### config.mk
export PLATFORM = sky130hd
export DESIGN_NAME = regbank4_scan
export DESIGN_NICKNAME = d
export VERILOG_FILES = /design/src/rtl/regbank4_scan.sv
export SDC_FILE = /design/constraint.sdc
export NUM_CORES = 1
export LEC_CHECK = 0
export CORE_MARGIN = 1.5
export CORE_UTILIZATION = 43
export CTS_CLUSTER_DIAMETER = 30
export DETAILED_ROUTE_END_ITERATION = 8
export PLACE_DENSITY = 0.77
export SLEW_MARGIN = 15
export SYNTH_ARGS = -nofsm -noshare
export SYNTH_HDL_FRONTEND = slang
export SYNTH_SLANG_ARGS = --single-unit
### constraint.sdc
create_clock -name clk -period 1.3 [get_ports clk]
set_input_delay 0.195 -clock clk [delete_from_list [all_inputs] [get_ports clk]]
set_output_delay 0.195 -clock clk [all_outputs]
set_load 0.02 [all_outputs]
### src/rtl/regbank4_scan.sv
// regbank4_scan: four-entry register bank with a valid/ready-paced select scanner.
// q0..q3 feed the downstream 4:1 mux data inputs and s drives its select.
// Optional feature: define REGBANK_WRITE_BYPASS_EN so that a write shows on qN in the same cycle.
module regbank4_scan #(
  parameter int unsigned WIDTH = 4
) (
  input  logic             clk,
  input  logic             rst,
  input  logic             we,
  input  logic [1:0]       waddr,
  input  logic [WIDTH-1:0] wdata,
  input  logic             start,
  input  logic             ready,
  output logic [WIDTH-1:0] q0,
  output logic [WIDTH-1:0] q1,
  output logic [WIDTH-1:0] q2,
  output logic [WIDTH-1:0] q3,
  output logic [1:0]       s,
  output logic             valid,
  output logic             busy,
  output logic             done
);

  localparam logic [1:0] ST_IDLE = 2'd0;
  localparam logic [1:0] ST_SCAN = 2'd1;
  localparam logic [1:0] ST_DONE = 2'd2;
  localparam logic [1:0] LAST_IDX = 2'd3;

  logic [WIDTH-1:0] regs [4];
  logic [1:0]       state;
  logic [1:0]       state_nxt;
  logic [1:0]       s_nxt;
  logic             valid_nxt;
  logic             busy_nxt;
  logic             done_nxt;
  logic             hs;

  // Register file: single write port, writable in every scan state.
  always_ff @(posedge clk or posedge rst) begin
    if (rst) begin
      for (int i = 0; i < 4; i++) begin
        regs[i] <= '0;
      end
    end else if (we) begin
      regs[waddr] <= wdata;
    end
  end

`ifdef REGBANK_WRITE_BYPASS_EN
  // Same-cycle forwarding of the write data onto the addressed output.
  assign q0 = (we && (waddr == 2'd0)) ? wdata : regs[0];
  assign q1 = (we && (waddr == 2'd1)) ? wdata : regs[1];
  assign q2 = (we && (waddr == 2'd2)) ? wdata : regs[2];
  assign q3 = (we && (waddr == 2'd3)) ? wdata : regs[3];
`else
  // Purely registered outputs.
  assign q0 = regs[0];
  assign q1 = regs[1];
  assign q2 = regs[2];
  assign q3 = regs[3];
`endif

  // Handshake: the selected entry is taken by the consumer this cycle.
  assign hs = valid & ready;

  // State and registered scan outputs.
  always_ff @(posedge clk or posedge rst) begin
    if (rst) begin
      state <= ST_IDLE;
      s     <= 2'd0;
      valid <= 1'b0;
      busy  <= 1'b0;
      done  <= 1'b0;
    end else begin
      state <= state_nxt;
      s     <= s_nxt;
      valid <= valid_nxt;
      busy  <= busy_nxt;
      done  <= done_nxt;
    end
  end

  // Next state and next output values; outputs are decoded from the next state so they leave flops.
  always_comb begin
    state_nxt = state;
    s_nxt     = s;
    case (state)
      ST_IDLE: begin
        s_nxt = 2'd0;
        if (start) begin
          state_nxt = ST_SCAN;
        end
      end
      ST_SCAN: begin
        if (hs) begin
          if (s == LAST_IDX) begin
            state_nxt = ST_DONE;
          end else begin
            s_nxt = s + 2'd1;
          end
        end
      end
      ST_DONE: begin
        state_nxt = ST_IDLE;
        s_nxt     = 2'd0;
      end
      default: begin
        state_nxt = ST_IDLE;
        s_nxt     = 2'd0;
      end
    endcase
    valid_nxt = (state_nxt == ST_SCAN);
    busy_nxt  = (state_nxt != ST_IDLE);
    done_nxt  = (state_nxt == ST_DONE);
  end

endmodule
==> results <==
-- power groups by stage --
| stage | registers (W) | clock network, W | logic [W] |
|---|---|---|---|
| final | 0.00101 | 0.000301 | 0.000779 |
| after global routing | 0.00103 | 0.000341 | 0.000854 |
| after CTS | 0.00101 | 0.000319 | 0.000793 |
| after detailed placement | 0.00103 | 0 | 0.000901 |
| after global placement | 0.00102 | 0 | 0.000883 |
| after floorplan | 0.00121 | 0 | 0.000284 |
-- repair_timing --
| action | 4_1_cts | 5_1_grt |
|---|---|---|
| hold buffers | 0 | 0 |
| endpoints found under the setup margin | 21 | 0 |
| resized for setup | 21 | 0 |
-- cell families (layout without fill, tap and decap cells) --
| logic type | after synthesis | in the layout | synth area share [%] |
|---|---|---|---|
| buffers and inverters | 1 | 38 | 0.409 |
| muxes | 18 | 18 | 21.8 |
| adders and majority gates | 1 | 1 | 1.36 |
| DFF | 23 | 23 | 62.8 |
| and+or+nand+nor | 17 | 17 | 13.6 |
-- through the flow --
stage | util [%] | area [µm²]
after floorplan | - | 917
after global placement | 64.4 | 1280
after detailed placement | 64.4 | 1280
after CTS | 64.4 | 1280
after global routing | 64.4 | 1280
final | 64.4 | 1280
-- cells in the final DEF, fill, tap and decap left out, types with 2 or more instances in the layout --
cell	netlist	layout
nand3_1	2	2
nor3b_1	2	2
clkbuf_4	0	3
buf_4	0	2
dfrtp_1	23	23
nor3_1	2	2
clkdlybuf4s50_1	0	10
nand3b_1	5	5
dlygate4sd2_1	0	21
nor2_1	2	2
mux2_2	16	16
mux2i_1	2	2
-- registers in the layout, indices dropped and copies added (netlist names) --
signal	count
q1	4
state	2
valid	1
s	2
q2	4
q0	4
busy	1
done	1
q3	4
-- worst min path at each step --
stage / start / end / slack [ns] / cells after the start
floorplan: rst / busy$_DFF_PP0_ / 0.20 / 1
global placement: q2[3]$_DFFE_PP0P_ / q2[3]$_DFFE_PP0P_ / 0.49 / 1
detailed placement: q2[2]$_DFFE_PP0P_ / q2[2]$_DFFE_PP0P_ / 0.49 / 1
CTS: rst / q2[2]$_DFFE_PP0P_ / 0.23 / 3
global route: rst / q2[2]$_DFFE_PP0P_ / 0.24 / 3
finish: rst / q2[2]$_DFFE_PP0P_ / 0.23 / 3
-- routing by layer --
metal | track usage (%) | vias to the layer above | wire, µm
met1 | 16.6 | 298 | 652
met2 | 28.2 | 20 | 806
li1 | - | 295 | -
met4 | 4.29 | 0 | 8
met5 | 0 | - | 0
met3 | 3.37 | 2 | 83
-- area by class of cell --
type	count	area (µm²)	area share [%]
flip-flops and latches	23	576	45.1
multi-input cells	36	338	26.5
repair buffers	33	299	23.4
well taps	27	33.8	2.65
clock buffers	4	26.3	2.06
inverters	1	3.75	0.294
-- tightest hold or removal path: stages --
cell	delay, ns
clkdlybuf4s50_1	0.40
inv_1	0.05
buf_4	0.27
==> metrics.md <==
| Metric | Value |
|---|---|
| Setup violators final | `0` |
| Die ar. | `0.00242 mm²` |
| Critical path cell sequence | `dlygate4sd2_1` |
| Worst slew margin | `81.5%` |
| Post-CTS Setup Inserts | `0` |
| Sw Pwr | `0.000702 W` |
| WHS | `0.231 ns` |
| Iteration-0 DRC Markers | `0` |
| CTS Sinks | `23` |
| Slew @ Worst Pin | `0.278 ns` |
| Clk_skew | `0.00188 ns` |
| Max cap viols | `0` |
| Pwr/cell area | `1640 mW/mm²` |
| Largest net degree at the start of global routing | `24` |
| Top_reg_cell synth | `dfrtp_1` |
| Wirelength per Cell | `12.5 µm` |
| Syn nets | `72` |
| R2r worst-path depth | `3` |
| Synth Register Bits | `23` |
| Vias in the first global route | `655` |
| Synth top area cells | `dfrtp_1, mux2_2, nand3b_1` |
| Chip height | `49.2 µm` |
| Critical path required time | `1.11 ns` |
| Outcome | `finished clean` |
| Post-Syn Instances | `60` |
| Setup TNS | `0 ns` |
| LEAKAGE | `0.579 nW` |
| Crit path buf inv count | `1` |
| Max frequency | `794 MHz` |
| Starting Density | `46.3%` |
| Nets | `110` |
| Reg-to-reg critical path startpoint | `s[0]$_DFFE_PP0P_` |
| First-pass GRT wire length | `2790 µm` |
| Yosys cell types | `14` |
| Cell Area, Synth | `917 µm²` |
| CTS clk-pin slew, worst paths | `0.11 ns` |
| Internal | `0.00139 W` |
| Stages on the worst setup path | `1` |
| DRC violations left | `0` |
| Dpl hpwl | `1240 µm` |
| Vias/cell | `4.96` |
| Layout cells sized above 1 | `22.7%` |
| Critical Path Source | `s[0]$_DFFE_PP0P_` |
| PortBufs | `31` |
| Crit path max-delay family | `flip-flops` |
| Remaining antenna violation count | `0` |
| FFs w/ async S/R, synth | `100%` |
| DP Worst Slack | `-0.219 ns` |
| Hold Crit Class | `input pin to asynchronous set/reset pin` |
| Cell Count Post-Placement | `120` |
| Type of the worst setup path | `register to output port` |
| TritonCTS buffer count | `3` |
| Peak VDD IR | `904 µV` |
| Tot Pwr | `0.00209 W` |
| Slowest cell on crit path | `dfrtp_1` |
| Setup WS post-layout | `0.0407 ns` |
| Post-synth top area share | `62.8%` |
| Initial antenna violation count | `0` |
| TritonCTS clock tree | `yes` |
| Startpoint types | `register` |
| Total Routing Usage GR | `15.0%` |
| Slew Viols, Final | `0` |
| Crit path DAT | `1.06 ns` |
| I/O pins | `32` |
| Sequential fraction of design power | `48.3%` |
| Rows | `16` |
| Crit share post-route | `96.9%` |
| Root buf cell | `clkbuf_4` |
| Routability cong. | `0.708` |
| Min cycle time layout | `1.26 ns` |
| Post-synth EDFFs | `0` |
| Synth-to-layout area growth | `39.2%` |
| Fillers | `161` |
| Clock network fraction of total power | `14.4%` |
| Net Sw Frac | `33.6%` |
| Final hold vios | `0` |
| Sequential fraction of the synthesis area | `62.8%` |
| Syn. warnings | `0` |
| Core footprint | `0.00198 mm²` |
| Grt total ovfl | `0` |
| Critical Path End | `s[0]` |
| Reg2Reg Setup Slack | `0.10 ns` |
| DRT Pass-1 Iters | `1` |
| Slowest Stage Delay on Critical Path | `0.42 ns` |
| Leading area contributor after synthesis | `dfrtp_1` |
| Final Instance Count excl. Fillers | `124` |
| Wirelength, routed | `1550 µm` |
| Buffers from clock root to sink, at most | `2` |
| Avg Cell Area, Syn | `15.3 µm²` |
| DIE WIDTH | `49.2 µm` |
| Logic pwr share | `37.3%` |
| RSZ-0062 raised after global routing | `no` |
| Worst skew pair latency | `0.29 ns` |
| Vias | `615` |
| Leading cell type by number of instances after synthesis | `dfrtp_1` |
| Worst R2R End | `s[0]$_DFFE_PP0P_` |
| Critical-path maximum fanout | `4` |
| CP Capture Type | `output port` |
| Synth top cells by count | `dfrtp_1, mux2_2, nand3b_1` |
| Htree depth | `1` |
| Antenna Diode Count | `0` |
No activity file was read; power rests on OpenSTA's default activity.
